$ cat config.mk
export PLATFORM = sky130hd
export DESIGN_NAME = regfile_scoreboard_flat
export DESIGN_NICKNAME = d
export VERILOG_FILES = /design/src/rtl/regfile_scoreboard_pkg.sv /design/src/rtl/regfile_scoreboard_if.sv /design/src/rtl/scoreboard_counter.sv /design/src/rtl/regfile_scoreboard.sv /design/src/flat_wrapper.sv
export SDC_FILE = /design/constraint.sdc
export NUM_CORES = 1
export LEC_CHECK = 0
export ABC_AREA = 1
export CAP_MARGIN = 20
export CELL_PAD_IN_SITES_DETAIL_PLACEMENT = 2
export CELL_PAD_IN_SITES_GLOBAL_PLACEMENT = 2
export CORE_MARGIN = 10
export CORE_UTILIZATION = 33
export DETAILED_ROUTE_END_ITERATION = 8
export PLACE_DENSITY = 0.76
export SLEW_MARGIN = 15
export SYNTH_ARGS = -nofsm -noshare
export SYNTH_HDL_FRONTEND = slang
export SYNTH_SLANG_ARGS = --single-unit
$ cat constraint.sdc
create_clock -name clk_i -period 2.9 [get_ports clk_i]
set_input_delay 0.58 -clock clk_i [delete_from_list [all_inputs] [get_ports clk_i]]
set_output_delay 0.58 -clock clk_i [all_outputs]
set_load 0.02 [all_outputs]
$ cat src/rtl/regfile_scoreboard_pkg.sv
// Shared types for the register scoreboard: issue descriptor, opcode set and
// the decode helpers that turn a raw instruction into scoreboard usage.
package regfile_scoreboard_pkg;

    localparam int unsigned NUM_REGS_DEFAULT = 32;
    localparam int unsigned REG_AW           = $clog2(NUM_REGS_DEFAULT);

    typedef logic [31:0] instruction_t;

    typedef enum logic [6:0] {
        OPC_LOAD     = 7'b0000011,
        OPC_MISC_MEM = 7'b0001111,
        OPC_OP_IMM   = 7'b0010011,
        OPC_AUIPC    = 7'b0010111,
        OPC_STORE    = 7'b0100011,
        OPC_AMO      = 7'b0101111,
        OPC_OP       = 7'b0110011,
        OPC_LUI      = 7'b0110111,
        OPC_BRANCH   = 7'b1100011,
        OPC_JALR     = 7'b1100111,
        OPC_JAL      = 7'b1101111,
        OPC_SYSTEM   = 7'b1110011
    } opcode_e;

    typedef struct packed {
        logic [REG_AW-1:0] rs1;
        logic [REG_AW-1:0] rs2;
        logic [REG_AW-1:0] rd;
        logic              rs1_used;
        logic              rs2_used;
        logic              rd_we;
    } scoreboard_issue_t;

    function automatic logic reads_rs1(instruction_t instr);
        case (opcode_e'(instr[6:0]))
            OPC_LOAD, OPC_OP_IMM, OPC_STORE, OPC_AMO,
            OPC_OP, OPC_BRANCH, OPC_JALR: return 1'b1;
            // CSR immediate forms (funct3[2] set) carry a uimm, not rs1
            OPC_SYSTEM:                   return ~instr[14];
            default:                      return 1'b0;
        endcase
    endfunction

    function automatic logic reads_rs2(instruction_t instr);
        case (opcode_e'(instr[6:0]))
            OPC_STORE, OPC_AMO, OPC_OP, OPC_BRANCH: return 1'b1;
            default:                                return 1'b0;
        endcase
    endfunction

    function automatic logic writes_rd(instruction_t instr);
        case (opcode_e'(instr[6:0]))
            OPC_LOAD, OPC_OP_IMM, OPC_AUIPC, OPC_AMO, OPC_OP,
            OPC_LUI, OPC_JALR, OPC_JAL, OPC_SYSTEM: return 1'b1;
            default:                                return 1'b0;
        endcase
    endfunction

    function automatic scoreboard_issue_t to_issue(instruction_t instr);
        scoreboard_issue_t s;
        s.rs1      = instr[19:15];
        s.rs2      = instr[24:20];
        s.rd       = instr[11:7];
        s.rs1_used = reads_rs1(instr);
        s.rs2_used = reads_rs2(instr);
        s.rd_we    = writes_rd(instr);
        return s;
    endfunction

endpackage

$ cat src/rtl/regfile_scoreboard_if.sv
// Issue, retire, flush and status signals between decode/writeback and the
// register scoreboard.
interface regfile_scoreboard_if #(
    parameter int unsigned NUM_REGS     = 32,
    parameter int unsigned NUM_RETIRE   = 2,
    parameter int unsigned MAX_INFLIGHT = 4
);
    localparam int unsigned RAW = $clog2(NUM_REGS);
    localparam int unsigned TW  = $clog2(MAX_INFLIGHT + 1);

    logic                      issue_valid_i;
    logic                      issue_ready_o;
    logic [RAW-1:0]            issue_rs1_i;
    logic [RAW-1:0]            issue_rs2_i;
    logic                      issue_rs1_used_i;
    logic                      issue_rs2_used_i;
    logic [RAW-1:0]            issue_rd_i;
    logic                      issue_rd_we_i;
    logic [NUM_RETIRE-1:0]     retire_valid_i;
    logic [NUM_RETIRE*RAW-1:0] retire_rd_i;
    logic                      flush_i;
    logic [TW-1:0]             inflight_o;
    logic                      busy_o;
    logic                      err_o;

    modport master (
        output issue_valid_i, issue_rs1_i, issue_rs2_i, issue_rs1_used_i,
               issue_rs2_used_i, issue_rd_i, issue_rd_we_i,
               retire_valid_i, retire_rd_i, flush_i,
        input  issue_ready_o, inflight_o, busy_o, err_o
    );

    modport slave (
        input  issue_valid_i, issue_rs1_i, issue_rs2_i, issue_rs1_used_i,
               issue_rs2_used_i, issue_rd_i, issue_rd_we_i,
               retire_valid_i, retire_rd_i, flush_i,
        output issue_ready_o, inflight_o, busy_o, err_o
    );
endinterface

$ cat src/rtl/scoreboard_counter.sv
// Saturating up/down counter: +1 on inc, -dec per cycle, clamped at zero with
// an underflow flag; clr wins over both.
module scoreboard_counter #(
    parameter int unsigned W  = 2,
    parameter int unsigned DW = 2
) (
    input  logic          clk,
    input  logic          rst_n,
    input  logic          clr,
    input  logic          inc,
    input  logic [DW-1:0] dec,
    output logic [W-1:0]  q,
    output logic          nz,
    output logic          underflow
);
    localparam int unsigned SW = ((W > DW) ? W : DW) + 1;
    localparam logic [SW-1:0] MAXV = {{(SW-W){1'b0}}, {W{1'b1}}};

    logic [SW-1:0] up;
    logic [SW-1:0] dn;
    logic [SW-1:0] nxt;

    // inc and dec are netted first, so a same-cycle +1/-1 on zero is not an underflow
    always_comb begin
        up        = SW'(q) + SW'(inc);
        dn        = SW'(dec);
        underflow = up < dn;
        nxt       = underflow ? '0 : up - dn;
    end

    always_ff @(posedge clk or negedge rst_n) begin
        if (!rst_n) begin
            q <= '0;
        end else if (clr) begin
            q <= '0;
        end else if (nxt > MAXV) begin
            q <= '1;
        end else begin
            q <= nxt[W-1:0];
        end
    end

    assign nz = |q;
endmodule

$ cat src/rtl/regfile_scoreboard.sv
// Per-register pending-write scoreboard between ID and EX.
// Build option: SCOREBOARD_BYPASS_EN lets same-cycle retires release hazards.
module regfile_scoreboard
    import regfile_scoreboard_pkg::*;
#(
    parameter int unsigned NUM_REGS     = NUM_REGS_DEFAULT,
    parameter int unsigned CNT_W        = 2,
    parameter int unsigned MAX_INFLIGHT = 4,
    parameter int unsigned NUM_RETIRE   = 2
) (
    input  logic                 clk_i,
    input  logic                 reset_ni,
    regfile_scoreboard_if.slave  sb
);
    localparam int unsigned RAW = $clog2(NUM_REGS);
    localparam int unsigned RDW = $clog2(NUM_RETIRE + 1);
    localparam int unsigned TW  = $clog2(MAX_INFLIGHT + 1);

    logic [CNT_W-1:0] pend     [NUM_REGS];
    logic             pend_nzq [NUM_REGS];
    logic             uf       [NUM_REGS];
    logic [RDW-1:0]   ret_cnt  [NUM_REGS];
    logic [RAW-1:0]   ret_rd   [NUM_RETIRE];
    logic             pend_nz  [NUM_REGS];
    logic             pend_sat [NUM_REGS];
    logic [RDW-1:0]   ret_total;
    logic [TW-1:0]    total;
    logic             total_full;
    logic             busy;
    logic             uf_total;
    logic             any_uf;
    logic             err;
    logic             src_haz;
    logic             full;
    logic             ready;
    logic             inc_en;

    assign pend[0]     = '0;
    assign pend_nzq[0] = 1'b0;
    assign uf[0]       = 1'b0;

    always_comb begin
        for (int unsigned r = 0; r < NUM_REGS; r++) ret_cnt[r] = '0;
        ret_total = '0;
        for (int unsigned c = 0; c < NUM_RETIRE; c++) begin
            ret_rd[c] = sb.retire_rd_i[c*RAW +: RAW];
            if (sb.retire_valid_i[c] && ret_rd[c] != '0) begin
                ret_cnt[ret_rd[c]] = ret_cnt[ret_rd[c]] + RDW'(1);
                ret_total          = ret_total + RDW'(1);
            end
        end
    end

`ifdef SCOREBOARD_BYPASS_EN
    localparam int unsigned EW = (CNT_W > RDW) ? CNT_W : RDW;
    // pend_eff != 0 iff pend exceeds this cycle's retires; pend_eff is max only with no retire
    always_comb begin
        for (int unsigned r = 0; r < NUM_REGS; r++) begin
            pend_nz[r]  = pend_nzq[r] && (EW'(pend[r]) > EW'(ret_cnt[r]));
            pend_sat[r] = (&pend[r]) && (ret_cnt[r] == '0);
        end
        total_full = (total == TW'(MAX_INFLIGHT)) && (ret_total == '0);
    end
`else
    always_comb begin
        for (int unsigned r = 0; r < NUM_REGS; r++) begin
            pend_nz[r]  = pend_nzq[r];
            pend_sat[r] = &pend[r];
        end
        total_full = (total == TW'(MAX_INFLIGHT));
    end
`endif

    always_comb begin
        src_haz = (sb.issue_rs1_used_i && pend_nz[sb.issue_rs1_i]) ||
                  (sb.issue_rs2_used_i && pend_nz[sb.issue_rs2_i]);
        full    = total_full ||
                  (sb.issue_rd_we_i && sb.issue_rd_i != '0 && pend_sat[sb.issue_rd_i]);
        ready   = !src_haz && !full && !sb.flush_i;
        inc_en  = sb.issue_valid_i && ready && sb.issue_rd_we_i && sb.issue_rd_i != '0;
        any_uf  = uf_total;
        for (int unsigned r = 0; r < NUM_REGS; r++) any_uf = any_uf | uf[r];
    end

    for (genvar r = 1; r < NUM_REGS; r++) begin : g_pend
        scoreboard_counter #(.W(CNT_W), .DW(RDW)) u_cnt (
            .clk       (clk_i),
            .rst_n     (reset_ni),
            .clr       (sb.flush_i),
            .inc       (inc_en && (sb.issue_rd_i == RAW'(r))),
            .dec       (ret_cnt[r]),
            .q         (pend[r]),
            .nz        (pend_nzq[r]),
            .underflow (uf[r])
        );
    end

    scoreboard_counter #(.W(TW), .DW(RDW)) u_total (
        .clk       (clk_i),
        .rst_n     (reset_ni),
        .clr       (sb.flush_i),
        .inc       (inc_en),
        .dec       (ret_total),
        .q         (total),
        .nz        (busy),
        .underflow (uf_total)
    );

    always_ff @(posedge clk_i or negedge reset_ni) begin
        if (!reset_ni) begin
            err <= 1'b0;
        end else if (!sb.flush_i && any_uf) begin
            err <= 1'b1;
        end
    end

    assign sb.issue_ready_o = ready;
    assign sb.inflight_o    = total;
    assign sb.busy_o        = busy;
    assign sb.err_o         = err;
endmodule

$ cat src/flat_wrapper.sv
// flat-port wrapper written by rule: the top's interface ports become plain ports
module regfile_scoreboard_flat import regfile_scoreboard_pkg::*;
#(
    parameter int unsigned NUM_REGS     = NUM_REGS_DEFAULT,
    parameter int unsigned CNT_W        = 2,
    parameter int unsigned MAX_INFLIGHT = 4,
    parameter int unsigned NUM_RETIRE   = 2
)
  (clk_i, reset_ni, sb_issue_valid_i, sb_issue_rs1_i, sb_issue_rs2_i, sb_issue_rs1_used_i, sb_issue_rs2_used_i, sb_issue_rd_i, sb_issue_rd_we_i, sb_retire_valid_i, sb_retire_rd_i, sb_flush_i, sb_issue_ready_o, sb_inflight_o, sb_busy_o, sb_err_o);
  regfile_scoreboard_if #(.NUM_REGS(NUM_REGS), .NUM_RETIRE(NUM_RETIRE), .MAX_INFLIGHT(MAX_INFLIGHT)) sb_i ();
  input  logic clk_i;
  input  logic reset_ni;
  input wire logic [$bits(sb_i.issue_valid_i)-1:0] sb_issue_valid_i;
  input wire logic [$bits(sb_i.issue_rs1_i)-1:0] sb_issue_rs1_i;
  input wire logic [$bits(sb_i.issue_rs2_i)-1:0] sb_issue_rs2_i;
  input wire logic [$bits(sb_i.issue_rs1_used_i)-1:0] sb_issue_rs1_used_i;
  input wire logic [$bits(sb_i.issue_rs2_used_i)-1:0] sb_issue_rs2_used_i;
  input wire logic [$bits(sb_i.issue_rd_i)-1:0] sb_issue_rd_i;
  input wire logic [$bits(sb_i.issue_rd_we_i)-1:0] sb_issue_rd_we_i;
  input wire logic [$bits(sb_i.retire_valid_i)-1:0] sb_retire_valid_i;
  input wire logic [$bits(sb_i.retire_rd_i)-1:0] sb_retire_rd_i;
  input wire logic [$bits(sb_i.flush_i)-1:0] sb_flush_i;
  output wire logic [$bits(sb_i.issue_ready_o)-1:0] sb_issue_ready_o;
  output wire logic [$bits(sb_i.inflight_o)-1:0] sb_inflight_o;
  output wire logic [$bits(sb_i.busy_o)-1:0] sb_busy_o;
  output wire logic [$bits(sb_i.err_o)-1:0] sb_err_o;
  assign sb_i.issue_valid_i = sb_issue_valid_i;
  assign sb_i.issue_rs1_i = sb_issue_rs1_i;
  assign sb_i.issue_rs2_i = sb_issue_rs2_i;
  assign sb_i.issue_rs1_used_i = sb_issue_rs1_used_i;
  assign sb_i.issue_rs2_used_i = sb_issue_rs2_used_i;
  assign sb_i.issue_rd_i = sb_issue_rd_i;
  assign sb_i.issue_rd_we_i = sb_issue_rd_we_i;
  assign sb_i.retire_valid_i = sb_retire_valid_i;
  assign sb_i.retire_rd_i = sb_retire_rd_i;
  assign sb_i.flush_i = sb_flush_i;
  assign sb_issue_ready_o = sb_i.issue_ready_o;
  assign sb_inflight_o = sb_i.inflight_o;
  assign sb_busy_o = sb_i.busy_o;
  assign sb_err_o = sb_i.err_o;
  regfile_scoreboard #(.NUM_REGS(NUM_REGS), .CNT_W(CNT_W), .MAX_INFLIGHT(MAX_INFLIGHT), .NUM_RETIRE(NUM_RETIRE)) u_core (.clk_i(clk_i), .reset_ni(reset_ni), .sb(sb_i));
endmodule
==> results of run 1 <==
-- cell usage after synthesis --
cell type / count
sky130_fd_sc_hd__a21oi_1: 12
sky130_fd_sc_hd__a21oi_2: 1
sky130_fd_sc_hd__and2_1: 1
sky130_fd_sc_hd__buf_2: 9
sky130_fd_sc_hd__buf_4: 5
sky130_fd_sc_hd__buf_6: 3
sky130_fd_sc_hd__clkbuf_1: 24
sky130_fd_sc_hd__clkinv_1: 4
sky130_fd_sc_hd__dfrtp_1: 66
sky130_fd_sc_hd__fa_1: 63
sky130_fd_sc_hd__ha_1: 98
sky130_fd_sc_hd__inv_1: 313
sky130_fd_sc_hd__inv_2: 20
sky130_fd_sc_hd__nand2_1: 209
sky130_fd_sc_hd__nand3_1: 99
sky130_fd_sc_hd__nand3b_1: 1
sky130_fd_sc_hd__nand4_1: 36
sky130_fd_sc_hd__nand4_2: 1
sky130_fd_sc_hd__nand4_4: 4
sky130_fd_sc_hd__nor2_1: 155
sky130_fd_sc_hd__nor2_2: 5
sky130_fd_sc_hd__nor3_1: 19
sky130_fd_sc_hd__nor3_2: 2
sky130_fd_sc_hd__nor4_1: 3
sky130_fd_sc_hd__o2111ai_1: 2
sky130_fd_sc_hd__o211ai_1: 2
sky130_fd_sc_hd__o21ai_0: 137
sky130_fd_sc_hd__o21ai_1: 5
sky130_fd_sc_hd__o22ai_1: 13
sky130_fd_sc_hd__o31a_1: 12
sky130_fd_sc_hd__o31ai_1: 13
sky130_fd_sc_hd__or2_1: 2
sky130_fd_sc_hd__xnor2_1: 6
sky130_fd_sc_hd__xor2_1: 27
-- stage by stage --
| stage | instances | TNS (ps) | util [%] | worst slack, ps |
|---|---|---|---|---|
| global placement | 2112 | -81620 | 47.40 | -1913 |
| floorplan | 1372 | -9699 | - | -566.2 |
| detailed placement | 2112 | -106620 | 47.40 | -2454 |
-- cell families after synthesis --
kind of cell / after synthesis
simple gates: 537
buf+inv: 378
compound gates: 197
fa+ha+maj: 161
flops: 66
xor+xnor: 33
==> impl.org, run 1 <==
** Clocking
- Root buf cell :: sky130_fd_sc_hd__clkbuf_16
- # Post-CTS Setup Buffers :: 46
- Number of buffers created by CTS :: 9
- Post-CTS repair changed the size of roughly 270 cells.
- Number of clock sinks :: 66
- The H-tree generated during clock tree synthesis spans 3 levels.
- Buffers inserted to repair hold after CTS numbered 0.
- The clock passes through at most 2 buffers.

** Floorplanning
- The die is between 150 and 200 um tall.
- For this configuration, the core starts out at a cell density of about a third.
- Boundary Pins :: 40
- Floorplan die width :: 188.5 um
- Row count :: 61

** Place
- Area after DPL :: approximately 13000 um2
- Final Wtd Congestion :: just over 0.9
- The count of buffers added on input and output ports is 39.
- The HPWL after detailed placement is between 40000 and 50000 um.

** Yosys
- Synthesized cell area :: around 9400 um2
- Yosys top cell by area :: sky130_fd_sc_hd__dfrtp_1
- Multiplexer share of the synthesized area :: 0%
- Dominant cells by area after synthesis :: sky130_fd_sc_hd__dfrtp_1 (18%), sky130_fd_sc_hd__fa_1 (13%), sky130_fd_sc_hd__ha_1 (13%)
- Total of flip-flops plus latches after synthesis :: 66
- Net count after synthesis :: 1567
- Compound-cell area share of the yosys netlist :: 11.70%
- Post-synthesis simple-gate area fraction :: between 20 and 30%
- Summing the areas of all xor and xnor instances in the mapped netlist gives 3.084% of the synthesized area.
- In the synthesized netlist, the number of instances is between 1000 and 1500.
- The synthesized design devotes to its leading area cell type between 15 and 20% of total area.
- For this run, the register share of the synthesized area comes to between 10% and 20%.
- Counting distinct cell types in the post-synthesis netlist gives 34.
- After synthesis, the mean cell area works out to 6.831 um2.
- Synthesis warning total :: 0
- By area, the combinational part of the netlist is dominated by adder cells.
- Of the total synthesized cell area, the portion taken by full adders, half adders and majority gates is 26.54%.

** Outcome
- It got as far as clock tree synthesis and failed there.
- The flow did not finish.
- First error line in the log :: [ERROR DPL-0033] detailed placement checks failed during check placement.
==> run 2: changes to the inputs <==
Settings changed: CELL_PAD_IN_SITES_DETAIL_PLACEMENT 2 to unset, CELL_PAD_IN_SITES_GLOBAL_PLACEMENT 2 to unset, CORE_UTILIZATION 33 to 27, PLACE_DENSITY 0.76 to unset, PLACE_DENSITY_LB_ADDON set to 0.15.
Clock period 2.9 ns to 3.8 ns, I/O delays scaled along.
==> run 2 against run 1 <==
  * The flow now finishes, with violations (negative setup slack)
  * Area after synthesis unchanged
  * Synthesized cell count unchanged
==> impl.org, run 2 <==
** Final layout
- 0 antenna diodes ended up in the layout.
- The library cell used most frequently in the layout, excluding fill and tap cells, is sky130_fd_sc_hd__buf_4.
- Number of nets in the layout :: a little under 2000
- Compared with the post-synthesis result, the final layout area differs by 48.20%.
- The register with the most flip-flops in the final layout is u_core.g_pend.u_cnt.q.
- Commonest non-fill, non-tap cells in the layout :: sky130_fd_sc_hd__buf_4 (336), sky130_fd_sc_hd__inv_1 (295), sky130_fd_sc_hd__nand2_1 (197)
- Share of final-layout standard cells stronger than drive strength 1 :: between 30% and 40%
- Finished Layout Cells :: ~2200
- The register with the most flip-flops in the layout has 62 of them.

** Place
- During placement, the flow inserted port buffers numbering 39.
- Setup slack after placement :: -1203 ps
- Final Wtd Congestion :: between 0.8 and 0.9
- DP Cell Count :: 2143
- Half-perimeter wire length after placement :: between 20000 and 30000 um

** Setup path
- STA classifies the critical path endpoint as a flop.
- Required @ worst endpoint :: 4050 ps
- Critical path start-end classification :: input port to flop
- The signal on the critical path passes through clkdlybuf4s50_1, inv_1, nand3_1, nand3_1, nand2_1, nand2_1, nand3_2, nand4_4, buf_12, buf_6, nor2_4, ha_4, inv_2, fa_1, o31a_1, nor4_2, buf_4, nand2_2, nor2_1, nand3_1, nand2_1, nand2_1.
- In this run the register-to-register setup slack is 100 ps.
- Worst path arrival time :: 4140 ps
- For this run, the slowest stage of the critical path takes ~530 ps.
- Critical path launch point type :: input port
- Crit Path Max Fanout :: 8
- In this design, the critical path's most frequently occurring cell is sky130_fd_sc_hd__nand2_1.
- Crit-path slowest cell :: sky130_fd_sc_hd__clkdlybuf4s50_1

** Yosys
- The most common cell in the synthesized netlist is sky130_fd_sc_hd__inv_1.
- Synthesized cell area :: between 9000 and 10000 um2
- Synthesized instance count :: around 1400
- For this run, the leading register cell type out of synthesis is sky130_fd_sc_hd__dfrtp_1.
- In this run, distinct cell masters in the synthesized netlist total 34.
- Proportion of netlist area held by the largest area contributor :: between 10% and 20%
- Proportion of synthesized flip-flops having asynchronous set or reset :: between 90% and 100%
- Net count after synthesis :: approximately 1600
- Ranked by total cell area, the synthesized netlist is headed by sky130_fd_sc_hd__dfrtp_1 (18%), sky130_fd_sc_hd__fa_1 (13%), sky130_fd_sc_hd__ha_1 (13%).
- The commonest cells after synthesis are sky130_fd_sc_hd__inv_1 (313), sky130_fd_sc_hd__nand2_1 (209), sky130_fd_sc_hd__nor2_1 (155).
- EDFF count, synth :: 0
- Yosys top cell by area :: sky130_fd_sc_hd__dfrtp_1
- In this run, synthesis produced a sequential element count of between 60 and 70.
- For this run, the number of Yosys warnings is 0.
- Post-synthesis sequential area ratio :: about 18%
- Mean post-synth cell area :: just under 7 um2

** Clocking
- Number of clock sinks :: 66
- Source-to-sink clock delay at the later pin of the worst-skew pair :: 360 ps
- Clock tree from TritonCTS :: yes
- Hold Buf Count CTS :: 0
- CTS clock-pin slew for the worst setup and hold paths :: 50 ps
- H-Tree Depth :: 3
- Number of buffers created by CTS :: 9
- The tree is rooted in a sky130_fd_sc_hd__clkbuf_16.
- Longest Clk Path Bufs :: 2

** Outcome
- Violated checks :: negative setup slack
- Status :: finished with violations

** STA
- The smallest clock period supported by the final layout is computed as around 3900 ps.
- Setup repair after global routing could not meet its margin everywhere.
- Setup violations remaining at the end of the flow were counted as 1.
- The max-slew violation total from the final report was 0.
- At the pin with the least slew margin, the transition time is 965.7 ps.
- Total negative slack :: -95.61 ps
- The worst pin sits at a relative slew slack of 35.62%.
- Static timing analysis puts the maximum clock frequency at around 0.26 GHz.
- Between clock sinks in the finished design, the worst skew comes to approximately 10 ps.
- In the post-route analysis, the smallest setup slack over all paths is -95.61 ps.
- Period Utilization, post-route :: 102.5%
- The hold violation total from the final report came to 0.

** Drt
- Vias after detailed routing :: ~10000
- The first TritonRoute pass finished after 5 iterations.
- The routed design has 35020 um of wire.
- After detailed routing, the average wire length per cell comes to around 16 um.
- In this run the remaining antenna-violating nets after routing total 0.
- For this run, design rule violations remaining after detail routing come to 0.
- Number of violations reported at the end of detailed-routing iteration 0 :: roughly 630
- Dividing the detail-routed via count by the number of cells gives roughly 4.5.

** Floorplanning
- In this run the core area contains between 60 and 70 standard-cell rows.
- Area of the die :: 42560 um2
- Die outline height :: between 200 and 250 um
- Once the floorplan was initialized, standard cells occupied a little over a quarter of the core.
- In this run the count of I/O pins placed on the die edge is 40.
- The floorplan step defined a core boundary enclosing between 30000 and 40000 um2.
- Measured along the x axis, the die boundary spans 206.3 um.

** Power and ir drop
- Internal power comes to 1.796 mW.
- Dividing total power by cell area gives a power density of about 210 nW/um2.
- The share of total power dissipated in sequential elements is between 20% and 30%.
- The analysis attributes to net switching a power of between 1 and 1.5 mW.
- Per report_power, the clock group accounts for between 20% and 30% of the total.
- Peak ir drop on the vdd network :: 0.1544 mV
- In this run the static leakage power is 7.736 nW.
- Per report_power, the combinational group accounts for a little over two fifths of the total.
- Net switching is 37.06% of the power.

** GRT
- Antenna violations before repair :: 0
- The total overflow left after global routing is 0.
- Global routing used ~17% of the available tracks.
- The first global-routing pass estimated 56150 um of wire.
- Entering global routing, the biggest net connects 67 pins.
- Via count of the first global-routing pass :: around 10000

** Min path
- The worst hold path belongs to the class flop to flop.

** Flow run
- Total of max-cap violations :: 0
==> run 2: cell type report <==
type                    count  area [um2]
well taps                 455       569.3
clock inverters             2       12.51
clock buffers              12       266.5
repair buffers            406        3392
multi-input cells         928        6724
inverters                 337        1272
fillers                  3631       20480
flip-flops and latches     66        1652
==> run 2: power groups by stage <==
stage	logic [mW]	registers, mW	clock network, mW
floorplan	0.542	0.825	0
global placement	1.08	0.836	0
detailed placement	1.08	0.834	0
CTS	1.17	0.824	0.850
global route	1.34	0.832	0.882
finish	1.20	0.825	0.829
==> run 2: logic make-up (layout without fill, tap and decap cells) <==
kind of cell	count (synthesis)	in the layout	synth area share [%]
adders and majority gates	161	161	26.54
DFF	66	66	17.62
and+or+nand+nor	537	537	25.35
AOI/OAI and AO/OA	197	197	11.70
buffers and inverters	378	757	15.70
xor gates and xnor gates	33	33	3.084
==> run 2: timing repair <==
item,4_1_cts,5_1_grt
pin swaps,59,65
resized for setup,125,85
cloned,3,0
endpoints found under the setup margin,60,46
buffers inserted,32,14
==> run 2: final timing paths <==
path,start,end,depth (start not counted)
max in group asynchronous,reset_ni,u_core.g_pend[27].u_cnt.q[0],1
min reg2reg,u_core.sb.err_o,u_core.sb.err_o,2
min,u_core.sb.err_o,u_core.sb.err_o,2
min in group asynchronous,reset_ni,u_core.g_pend[10].u_cnt.q[1],1
max,sb_issue_rs2_i[2],u_core.sb.err_o,22
max reg2reg,u_core.g_pend[30].u_cnt.q[0],u_core.sb.err_o,25
==> run 2: worst max-delay path, delay by kind of cell <==
family,cells,cell delay [ps]
AND/OR/NAND/NOR,13,1290
AO/OA/AOI/OAI,1,330
buffers and inverters,6,1160
adder cells (fa/ha/maj),2,600
==> run 2: per-stage QoR <==
stage	util (%)	area [um2]	total power [mW]	hold WS [ps]
floorplan	-	9371	1.368	464.4
global placement	36.76	12640	1.915	547.3
detailed placement	36.76	12640	1.913	548.8
CTS	39.40	13540	2.844	555.2
global route	40.40	13890	3.054	551.1
finish	40.40	13890	2.853	537.0
==> run 2: routing by layer <==
metal	track usage [%]	vias to the layer above	share of wire [%]
li1	-	5072	-
met1	23.56	4741	49
met2	27.55	182	46
met3	2.022	30	2.8
met4	3.987	0	1.9
met5	0	-	0
Power figures use the tool's default switching activity.
